$ cat config.mk
export PLATFORM = sky130hd
export DESIGN_NAME = step_controller_flat
export DESIGN_NICKNAME = d
export VERILOG_FILES = /design/src/rtl/step_controller_if.sv /design/src/rtl/step_controller.sv /design/src/flat_wrapper.sv
export SDC_FILE = /design/constraint.sdc
export NUM_CORES = 1
export LEC_CHECK = 0
export ABC_AREA = 1
export CAP_MARGIN = 20
export CORE_UTILIZATION = 50
export CTS_CLUSTER_SIZE = 10
export DETAILED_ROUTE_END_ITERATION = 6
export MAX_ROUTING_LAYER = met4
export PLACE_DENSITY = 0.81
export SLEW_MARGIN = 0
export SYNTH_ARGS = -nofsm -noshare
export SYNTH_HDL_FRONTEND = slang
export SYNTH_SLANG_ARGS = --single-unit
$ cat constraint.sdc
create_clock -name clk -period 2.9 [get_ports clk]
set_clock_uncertainty 0.05 [all_clocks]
set_input_delay 0.725 -clock clk [delete_from_list [all_inputs] [get_ports clk]]
set_output_delay 0.725 -clock clk [all_outputs]
set_load 0.05 [all_outputs]
$ cat src/rtl/step_controller_if.sv
// rtl/step_controller_if.sv - control/debug bus between the step controller and its host
interface step_controller_if;
   logic        step_btn;
   logic        run_sw;
   logic [4:0]  sel;
   logic [31:0] pc_in;
   logic [31:0] dbg_data;
   logic [4:0]  dbg_sel;
   logic        cpu_ce;
   logic [15:0] cycle_cnt;
   logic [3:0]  an;
   logic [6:0]  seg;

   modport master (
      output step_btn, run_sw, sel, pc_in, dbg_data,
      input  dbg_sel, cpu_ce, cycle_cnt, an, seg
   );

   modport slave (
      input  step_btn, run_sw, sel, pc_in, dbg_data,
      output dbg_sel, cpu_ce, cycle_cnt, an, seg
   );
endinterface

$ cat src/rtl/step_controller.sv
// rtl/step_controller.sv - single-step / free-run pipeline clock enable with 4-digit hex debug display
module step_controller #(
   parameter int DEB_CYCLES = 100000,
   parameter int SCAN_DIV   = 100000,
   parameter int RUN_DIV    = 1
) (
   input  logic             clk,
   input  logic             reset,
   step_controller_if.slave bus
);
   localparam int DEB_W  = (DEB_CYCLES > 1) ? $clog2(DEB_CYCLES) : 1;
   localparam int SCAN_W = (SCAN_DIV > 1) ? $clog2(SCAN_DIV) : 1;
   localparam int RUN_W  = (RUN_DIV > 1) ? $clog2(RUN_DIV) : 1;
   localparam logic [DEB_W-1:0]  DEB_MAX  = DEB_W'(DEB_CYCLES - 1);
   localparam logic [SCAN_W-1:0] SCAN_MAX = SCAN_W'(SCAN_DIV - 1);
   localparam logic [RUN_W-1:0]  RUN_MAX  = RUN_W'(RUN_DIV - 1);

   typedef enum logic [1:0] {
      S_HALT,
      S_STEP,
      S_RUN
   } state_t;

   state_t             state_q, state_d;
   logic               sync1_q, sync1_d;
   logic               sync2_q, sync2_d;
   logic               deb_level_q, deb_level_d;
   logic [DEB_W-1:0]   deb_cnt_q, deb_cnt_d;
   logic [RUN_W-1:0]   div_q, div_d;
   logic [15:0]        cycle_cnt_q, cycle_cnt_d;
   logic [4:0]         dbg_sel_q, dbg_sel_d;
   logic [SCAN_W-1:0]  scan_q, scan_d;
   logic [3:0]         an_q, an_d;
   logic [15:0]        disp_q, disp_d;
   logic [6:0]         seg_q, seg_d;
   logic               step_pulse;
   logic               cpu_ce;
   logic [3:0]         nibble;
   logic               unused_hi;

   assign unused_hi = ^{bus.pc_in[31:16], bus.dbg_data[31:16]};

   function automatic logic [6:0] hex7(input logic [3:0] v);
      case (v)
         4'h0:    hex7 = 7'b0000001;
         4'h1:    hex7 = 7'b1001111;
         4'h2:    hex7 = 7'b0010010;
         4'h3:    hex7 = 7'b0000110;
         4'h4:    hex7 = 7'b1001100;
         4'h5:    hex7 = 7'b0100100;
         4'h6:    hex7 = 7'b0100000;
         4'h7:    hex7 = 7'b0001111;
         4'h8:    hex7 = 7'b0000000;
         4'h9:    hex7 = 7'b0000100;
         4'hA:    hex7 = 7'b0001000;
         4'hB:    hex7 = 7'b1100000;
         4'hC:    hex7 = 7'b0110001;
         4'hD:    hex7 = 7'b1000010;
         4'hE:    hex7 = 7'b0110000;
         default: hex7 = 7'b0111000;
      endcase
   endfunction

   // Button path: two-flop synchronizer, then a level that flips only after a full run of disagreement.
   always_comb begin
      sync1_d     = bus.step_btn;
      sync2_d     = sync1_q;
      deb_level_d = deb_level_q;
      deb_cnt_d   = '0;
      step_pulse  = 1'b0;
      if (sync2_q != deb_level_q) begin
         if (deb_cnt_q == DEB_MAX) begin
            deb_level_d = sync2_q;
            step_pulse  = sync2_q;
         end else begin
            deb_cnt_d = deb_cnt_q + 1'b1;
         end
      end
   end

   // Step requests arriving with run_sw high are dropped: RUN takes priority.
   always_comb begin
      state_d = state_q;
      div_d   = '0;
      cpu_ce  = 1'b0;
      case (state_q)
         S_HALT: begin
            if (bus.run_sw) begin
               state_d = S_RUN;
            end else if (step_pulse) begin
               state_d = S_STEP;
            end
         end
         S_STEP: begin
            cpu_ce  = 1'b1;
            state_d = S_HALT;
         end
         S_RUN: begin
            if (!bus.run_sw) begin
               state_d = S_HALT;
            end else if (div_q == RUN_MAX) begin
               cpu_ce = 1'b1;
            end else begin
               div_d = div_q + 1'b1;
            end
         end
         default: state_d = S_HALT;
      endcase
      cycle_cnt_d = cpu_ce ? cycle_cnt_q + 16'd1 : cycle_cnt_q;
   end

   // Display scan: value and digit advance together so seg always matches the lit anode.
   always_comb begin
      dbg_sel_d = bus.sel;
      scan_d    = scan_q + 1'b1;
      an_d      = an_q;
      disp_d    = disp_q;
      if (scan_q == SCAN_MAX) begin
         scan_d = '0;
         an_d   = {an_q[0], an_q[3:1]};
         disp_d = (dbg_sel_q == 5'b00000) ? bus.pc_in[15:0] : bus.dbg_data[15:0];
      end
      case (an_d)
         4'b1110: nibble = disp_d[3:0];
         4'b1101: nibble = disp_d[7:4];
         4'b1011: nibble = disp_d[11:8];
         default: nibble = disp_d[15:12];
      endcase
      seg_d = hex7(nibble);
   end

   always_ff @(posedge clk) begin
      if (!reset) begin
         state_q     <= S_HALT;
         sync1_q     <= 1'b0;
         sync2_q     <= 1'b0;
         deb_level_q <= 1'b0;
         deb_cnt_q   <= '0;
         div_q       <= '0;
         cycle_cnt_q <= 16'd0;
         dbg_sel_q   <= 5'd0;
         scan_q      <= '0;
         an_q        <= 4'b1110;
         disp_q      <= 16'd0;
         seg_q       <= 7'b0000001;
      end else begin
         state_q     <= state_d;
         sync1_q     <= sync1_d;
         sync2_q     <= sync2_d;
         deb_level_q <= deb_level_d;
         deb_cnt_q   <= deb_cnt_d;
         div_q       <= div_d;
         cycle_cnt_q <= cycle_cnt_d;
         dbg_sel_q   <= dbg_sel_d;
         scan_q      <= scan_d;
         an_q        <= an_d;
         disp_q      <= disp_d;
         seg_q       <= seg_d;
      end
   end

   assign bus.cpu_ce    = cpu_ce;
   assign bus.cycle_cnt = cycle_cnt_q;
   assign bus.dbg_sel   = dbg_sel_q;
   assign bus.an        = an_q;
   assign bus.seg       = seg_q;
endmodule
$ cat src/flat_wrapper.sv
// flat-port wrapper written by rule: the top's interface ports become plain ports
module step_controller_flat 
#(
   parameter int DEB_CYCLES = 100000,
   parameter int SCAN_DIV   = 100000,
   parameter int RUN_DIV    = 1
)
  (clk, reset, bus_step_btn, bus_run_sw, bus_sel, bus_pc_in, bus_dbg_data, bus_dbg_sel, bus_cpu_ce, bus_cycle_cnt, bus_an, bus_seg);
  step_controller_if bus_i ();
  input  logic clk;
  input  logic reset;
  input wire logic [$bits(bus_i.step_btn)-1:0] bus_step_btn;
  input wire logic [$bits(bus_i.run_sw)-1:0] bus_run_sw;
  input wire logic [$bits(bus_i.sel)-1:0] bus_sel;
  input wire logic [$bits(bus_i.pc_in)-1:0] bus_pc_in;
  input wire logic [$bits(bus_i.dbg_data)-1:0] bus_dbg_data;
  output wire logic [$bits(bus_i.dbg_sel)-1:0] bus_dbg_sel;
  output wire logic [$bits(bus_i.cpu_ce)-1:0] bus_cpu_ce;
  output wire logic [$bits(bus_i.cycle_cnt)-1:0] bus_cycle_cnt;
  output wire logic [$bits(bus_i.an)-1:0] bus_an;
  output wire logic [$bits(bus_i.seg)-1:0] bus_seg;
  assign bus_i.step_btn = bus_step_btn;
  assign bus_i.run_sw = bus_run_sw;
  assign bus_i.sel = bus_sel;
  assign bus_i.pc_in = bus_pc_in;
  assign bus_i.dbg_data = bus_dbg_data;
  assign bus_dbg_sel = bus_i.dbg_sel;
  assign bus_cpu_ce = bus_i.cpu_ce;
  assign bus_cycle_cnt = bus_i.cycle_cnt;
  assign bus_an = bus_i.an;
  assign bus_seg = bus_i.seg;
  step_controller #(.DEB_CYCLES(DEB_CYCLES), .SCAN_DIV(SCAN_DIV), .RUN_DIV(RUN_DIV)) u_core (.clk(clk), .reset(reset), .bus(bus_i));
endmodule
* Yosys cells after proc, flatten, opt, wreduce, memory -nomap -nowiden *
Memory sizes are Yosys's and may differ from the RTL's. A register that Yosys moved wholly into a read port is not among the register bits.
Index checks and enable logic that the tools add are counted.

storage, ports and cells
  register bits = 81
  latch bits = 0
  bits in writable memories = 0
  input bits = 73
  memories kept = 1
  logic and storage cells = 49
  ROM bits = 112
  output and inout bits = 33

operators by class
  order comparisons = 0
  equal/unequal tests = 10
  multiplexer cells = 13
  bitwise gates (word level) = 2
  div/mod/pow operators = 0
  multipliers = 0
  shifts and indexed selects = 0
  $add $sub $neg = 4
  reductions and logical operators = 8

memory list
  name             words  bits a word  rd ports  clocked after memory_dff  wr ports  line                   source
  (no name shown)  16     7            1         1                         0         step_controller.sv:44  case (v)

operators by type and width
  cell                                                    count
  adder 17 x 1 -> 17 bit (second input constant)          2
  == test 17 bit (second input constant)                  2
  two-way mux 16 bit                                      2
  adder 16 x 1 -> 16 bit (second input constant)          1
  == test 4 bit (second input constant)                   3
  case mux 4 bit (3 select lines)                         1
  two-way mux 2 bit                                       3
  logical NOT 5 bit                                       1
  two-way mux 1 bit                                       4
  two-way mux 4 bit                                       1
  case mux 2 bit (2 select lines)                         1
  AND reduction 2 bit                                     2
  AND reduction 4 bit                                     1
  inequality test 3 x 2 -> 1 bit (second input constant)  1
  OR reduction 3 bit                                      1
  == test 2 x 1 -> 1 bit (second input constant)          1
  == test 2 bit (second input constant)                   1
  logical NOT 2 bit                                       1
  inequality test 2 bit (second input constant)           1
  inverter 1 bit                                          2
  case mux 1 bit (2 select lines)                         1
  OR reduction 2 bit                                      1
  adder 1 bit (second input constant)                     1
  logical NOT 1 bit                                       1
  inequality test 1 bit                                   1

* Longest topological paths before layout *
  depth after elaboration = 6
  gate-level depth with buffers = 19
  depth with buffers taken out = 19

* Worst setup path after synthesis *
No wires, ideal clock.

  path kind = register to register
  start point = register u_core.dbg_sel_q[3], in the netlist u_core.bus.dbg_sel[3]
  end point = register u_core.seg_q[6], in the netlist u_core.bus.seg[6]
  setup slack = 383 ps
  arrival = 2335 ps
  clock period less this slack = 2517 ps
  cell stages (with the launch flop) = 15
  buffers on the path = 2
  library setup time = 132 ps
  data required time = 2718 ps
  cells stage by stage = dfxtp_1 nor3_1 nand2_1 buf_2 buf_2 o21ai_0 o21ai_0 nand3_1 nand3_1 nor2_2 inv_1 ha_1 nand3b_1 nand3_2 a21oi_1

on the way
  word-level cells in the longest chain between the ends = 4

ends and longest elaborated chain
  what                             line                    source
  from (decl)                      step_controller.sv:31   logic [4:0] dbg_sel_q, dbg_sel_d;
  from (signal assigned)           step_controller.sv:154  dbg_sel_q <= dbg_sel_d;
  logical NOT 5 bit                step_controller.sv:121  disp_d = (dbg_sel_q == 5'b00000) ? bus.pc_in[15:0] : bus.dbg_data[15:0];
  two-way mux 16 bit               step_controller.sv:121
  two-way mux 16 bit               step_controller.sv:118  if (scan_q == SCAN_MAX) begin
  case mux 4 bit (3 select lines)  step_controller.sv:123  case (an_d)
  to (decl)                        step_controller.sv:35   logic [6:0] seg_q, seg_d;

No other way between the ends.
A chain may end at the register's enable or synchronous reset.

* Worst setup path after layout *
  start point = input bus_run_sw
  end point = output bus_cpu_ce

on the way
  word-level cells in the longest chain between the ends = 2

ends and longest elaborated chain
  what                             line                   source
  from (decl)                      flat_wrapper.sv:13     input wire logic [$bits(bus_i.run_sw)-1:0] bus_run_sw;
  two-way mux 1 bit                step_controller.sv:99  if (!bus.run_sw) begin
  case mux 1 bit (2 select lines)  step_controller.sv:86  case (state_q)
  to (decl)                        flat_wrapper.sv:18     output wire logic [$bits(bus_i.cpu_ce)-1:0] bus_cpu_ce;

No other way between the ends.

==> run_results.csv <==
group,metric,value,unit
outcome,status,"finished, final reports clean",
floorplan,die_h,96.8,µm
floorplan,num_rows,34,
global_routing,grt_max_degree,29,
job,maxCapViolations,0,
route,drt_first_pass_iters,4,
logic_synthesis,synth_nets,712,
route,drt-wirelength-per-cell,11.8,µm
clock_tree,cts_root_buf,"clkbuf_8",
logic_synthesis,syn-cell-area,4500,µm²
critical_path,path_class,"in -> out",
critical_path,rr_startpoint,"u_core.scan_q[0]$_SDFF_PP0_",
global_routing,grtUsageTotal,22.5,%
critical_path,crit_top_cell,"nand2_1",
critical_path,critical_path.slowest_cell,"clkdlybuf4s50_1",
timing,setup-violations-final,0,
final_layout,postLayoutCoreUtil,64.4,%
timing,worst_pin_slew,0.547,ns
pwr,power_density,420,nW/µm²
final_layout,fin_nets,791,
timing,drv_slew,0,
clock_tree,clk_pin_slew,0.08,ns
critical_path,endpoint_kind,"primary output",
critical_path,crit_buf_inv,4,
critical_path,critPathRequiredTime,2.12,ns
clock_tree,cts_tree,"done",
worst_hold_path,hold_path_end,"u_core.sync2_q$_SDFF_PN0_",
critical_path,r2r_end,"u_core.bus.seg[1]$_SDFF_PN0_",
logic_synthesis,synth_ff_type,"dfxtp_1",
critical_path,arrival,1.93,ns
clock_tree,numCtsBuffers,9,
logic_synthesis,synth_edf_count,0,
logic_synthesis,ys_ff_latch,88,
global_routing,grt_pass1_vias,4027,
clock_tree,h-tree-depth,3,
timing,holdWs,0.368,ns
logic_synthesis,post_synth_num_cell_types,42,
pwr,leakage,2.31,nW
critical_path,crit_path_max_fanout,8,
route,ant_nets,0,
place,hpwl,7230,µm
timing,max_freq,369,MHz
floorplan,die-area,9380,µm²
clock_tree,hold_buffers,0,
place,place_congestion,0.869,
floorplan,die_x,96.8,µm
worst_hold_path,hp-class,"reg -> reg",
final_layout,finalNonFillerCells,819,
pwr,peakVddDrop,0.317,mV
critical_path,cp_top_family,"buffers and inverters",
critical_path,r2r.worst_path.cells,17,
timing,fin_crit,2.71,ns
timing,grt_setup_unrepaired,"false",
clock_tree,clkLatencyLatePin,0.37,ns
place,port_buffers,73,
logic_synthesis,yosysTopAreaCell,"dfxtp_1",
worst_hold_path,hold_start,"u_core.sync1_q$_SDFF_PN0_",
logic_synthesis,synthArstFlopShare,0,%
critical_path,slowest_delay,0.51,ns
logic_synthesis,synth.avg_cell_area,7.17,µm²
final_layout,drive_above_1_share,10.4,%
clock_tree,cts_buffer_depth,2,
logic_synthesis,yosys_warnings,0,
timing,finalHoldViolCount,0,
timing,fin_crit_sh,93.4,%
critical_path,crit_chain,"clkdlybuf4s50_1 -> nand2_1 -> inv_1 -> nand2_1 -> a21boi_4 -> buf_4 -> buf_12",
timing,tns,0,ns
floorplan,pin_count,106,
floorplan,core_area,8720,µm²
clock_tree,clock-sinks,88,
clock_tree,postCtsSetupBuffers,0,
critical_path,cp_num_cells,7,
route,drt_wl_total,9680,µm
worst_hold_path,holdPathStages,2,
critical_path,reg2reg_slack,0.22,ns
logic_synthesis,netlist.area_leader.share,39.2,%
global_routing,antenna_found_initial,0,
pwr,power,2.36,mW
floorplan,start_util,51.6,%
route,drt_iter0_drc,176,
logic_synthesis,postSynthCellCount,627,
timing,relSlewSlack,63.4,%
logic_synthesis,yosysSeqAreaShare,39.2,%
final_layout,diodes,0,
final_layout,areaGrowthSynthToFinish,24.8,%
logic_synthesis,netlist_top_cells_area,"dfxtp_1, nand2_1, inv_1",
global_routing,overflow,0,
route,route.detailed.drc,0,
critical_path,setup.worst_path.start_class,"primary input",
route,viasPerCell,5.05,
place,placed_cells,803,
route,num_vias,4137,
global_routing,grt_pass1_wl,17000,µm
-- cells by family (layout without fill, tap and decap cells) --
group | count (synthesis) | after routing | synth area share, %
fa+ha+maj | 12 | 12 | 3.34
compound gates | 81 | 81 | 10.5
other cells | 1 | 1 | 0.0834
simple gates | 324 | 324 | 35.4
buf+inv | 113 | 197 | 9.93
xor+xnor | 8 | 8 | 1.56
flops | 88 | 88 | 39.2
-- metrics by stage --
step / setup slack, ns / cell area, µm²
final: 0.190 / 5610
after global routing: 0.00511 / 5610
after CTS: 0.0758 / 5590
after detailed placement: 0.0794 / 5370
after global placement: 0.159 / 5370
after floorplan: 0.383 / 4500
-- sequential cells by signal (all words and copies together), names as in the netlist --
| register | cells |
|---|---|
| u_core.deb_cnt_q | 17 |
| u_core.scan_q | 17 |
| u_core.bus.cycle_cnt | 16 |
| u_core.disp_q | 16 |
| u_core.bus.seg | 7 |
| u_core.bus.dbg_sel | 5 |
| u_core.bus.an | 4 |
| u_core.state_q | 2 |
| u_core.deb_level_q | 1 |
| u_core.div_q | 1 |
| u_core.sync1_q | 1 |
| u_core.sync2_q | 1 |
-- worst reg2reg max path: stages, from the launching register on --
cell and delay [ns]:
dfxtp_1 0.37, ha_1 0.22, nand3_2 0.14, inv_2 0.14, nand3_4 0.13, nand2_2 0.11, nand2_4 0.08, nor2_8 0.21
nand2_4 0.09, nand3_4 0.13, nor2_1 0.08, nor2_4 0.16, inv_1 0.11, ha_1 0.20, nand2_1 0.10, o21ai_0 0.10
nor2_1 0.11, nor2_1 0.05
-- repair_timing --
action,4_1_cts,5_1_grt
setup endpoints to repair,0,7
gates resized for setup,0,11
endpoints found under the hold margin,0,0
-- Yosys cell counts (all sizes together) (2+ instances only) --
cell	instances
nand3	48
nor2	82
clkbuf	8
nand3b	3
xnor2	4
a21oi	34
buf	6
inv	98
nand4	15
nand2	139
and3	2
o21a	3
dfxtp	88
xor2	4
nor4	5
nor3	20
nor3b	8
o211ai	5
ha	12
o21ai	33
o21bai	3
-- routing by layer --
layer  part of all wire, %  track usage (%)  wire length (µm)
met5                     0                -                 0
met1                    44             25.3              4280
met3                   5.3             6.21               511
met4                   2.5             9.07               243
met2                    48             37.7              4640
-- layout by cell type, fill, tap and decap left out, types with 3 or more instances in the layout --
| cell | synthesis | final |
|---|---|---|
| nand3_2 | 3 | 4 |
| xnor2_1 | 4 | 4 |
| inv_1 | 92 | 91 |
| nand2_2 | 7 | 8 |
| nor3b_1 | 8 | 8 |
| nor4_1 | 5 | 5 |
| xor2_1 | 4 | 4 |
| o21a_1 | 3 | 3 |
| nor2_4 | 6 | 8 |
| o21bai_1 | 3 | 3 |
| nor2_2 | 5 | 5 |
| a21oi_1 | 33 | 33 |
| ha_1 | 12 | 11 |
| nor3_1 | 18 | 18 |
| nand3b_1 | 3 | 3 |
| o21ai_0 | 30 | 28 |
| nand2_4 | 4 | 4 |
| nand4_1 | 15 | 15 |
| nor2_1 | 69 | 67 |
| nand2_1 | 128 | 127 |
| clkbuf_8 | 0 | 9 |
| inv_2 | 6 | 7 |
| nand3_1 | 43 | 42 |
| buf_4 | 1 | 8 |
| o211ai_1 | 5 | 5 |
| dfxtp_1 | 88 | 88 |
| clkdlybuf4s50_1 | 0 | 72 |
-- worst max-delay path by stage --
stage                                                start  slack [ns]                      endpoint
after floorplan           u_core.bus.dbg_sel[3]$_SDFF_PN0_        0.38  u_core.bus.seg[6]$_SDFF_PN0_
after global placement                     bus_dbg_data[4]        0.16  u_core.bus.seg[6]$_SDFF_PN0_
after detailed placement       u_core.scan_q[0]$_SDFF_PP0_        0.08  u_core.bus.seg[1]$_SDFF_PN0_
after CTS                      u_core.scan_q[0]$_SDFF_PP0_        0.08  u_core.bus.seg[1]$_SDFF_PN0_
after global routing           u_core.scan_q[0]$_SDFF_PP0_       0.005  u_core.bus.seg[1]$_SDFF_PN0_
final                                           bus_run_sw        0.19                    bus_cpu_ce
-- cell type report --
| class | count | area (µm²) |
|---|---|---|
| Clock inverter | 6 | 92.6 |
| Clock buffer | 10 | 128 |
| Timing Repair Buffer | 82 | 812 |
| Tap cell | 108 | 135 |
| Fill cell | 771 | 3110 |
| Inverter | 99 | 372 |
| Multi-Input combinational cell | 426 | 2310 |
| Sequential cell | 88 | 1760 |
-- power by group --
group          leakage (nW)  switching (mW)  internal, mW  total [mW]
Clock                 0.103           0.443         0.490       0.933
Combinational          1.49          0.0970        0.0953       0.192
Sequential            0.712          0.0101          1.22        1.23
Note: power is estimated with default switching activity, not from simulation.
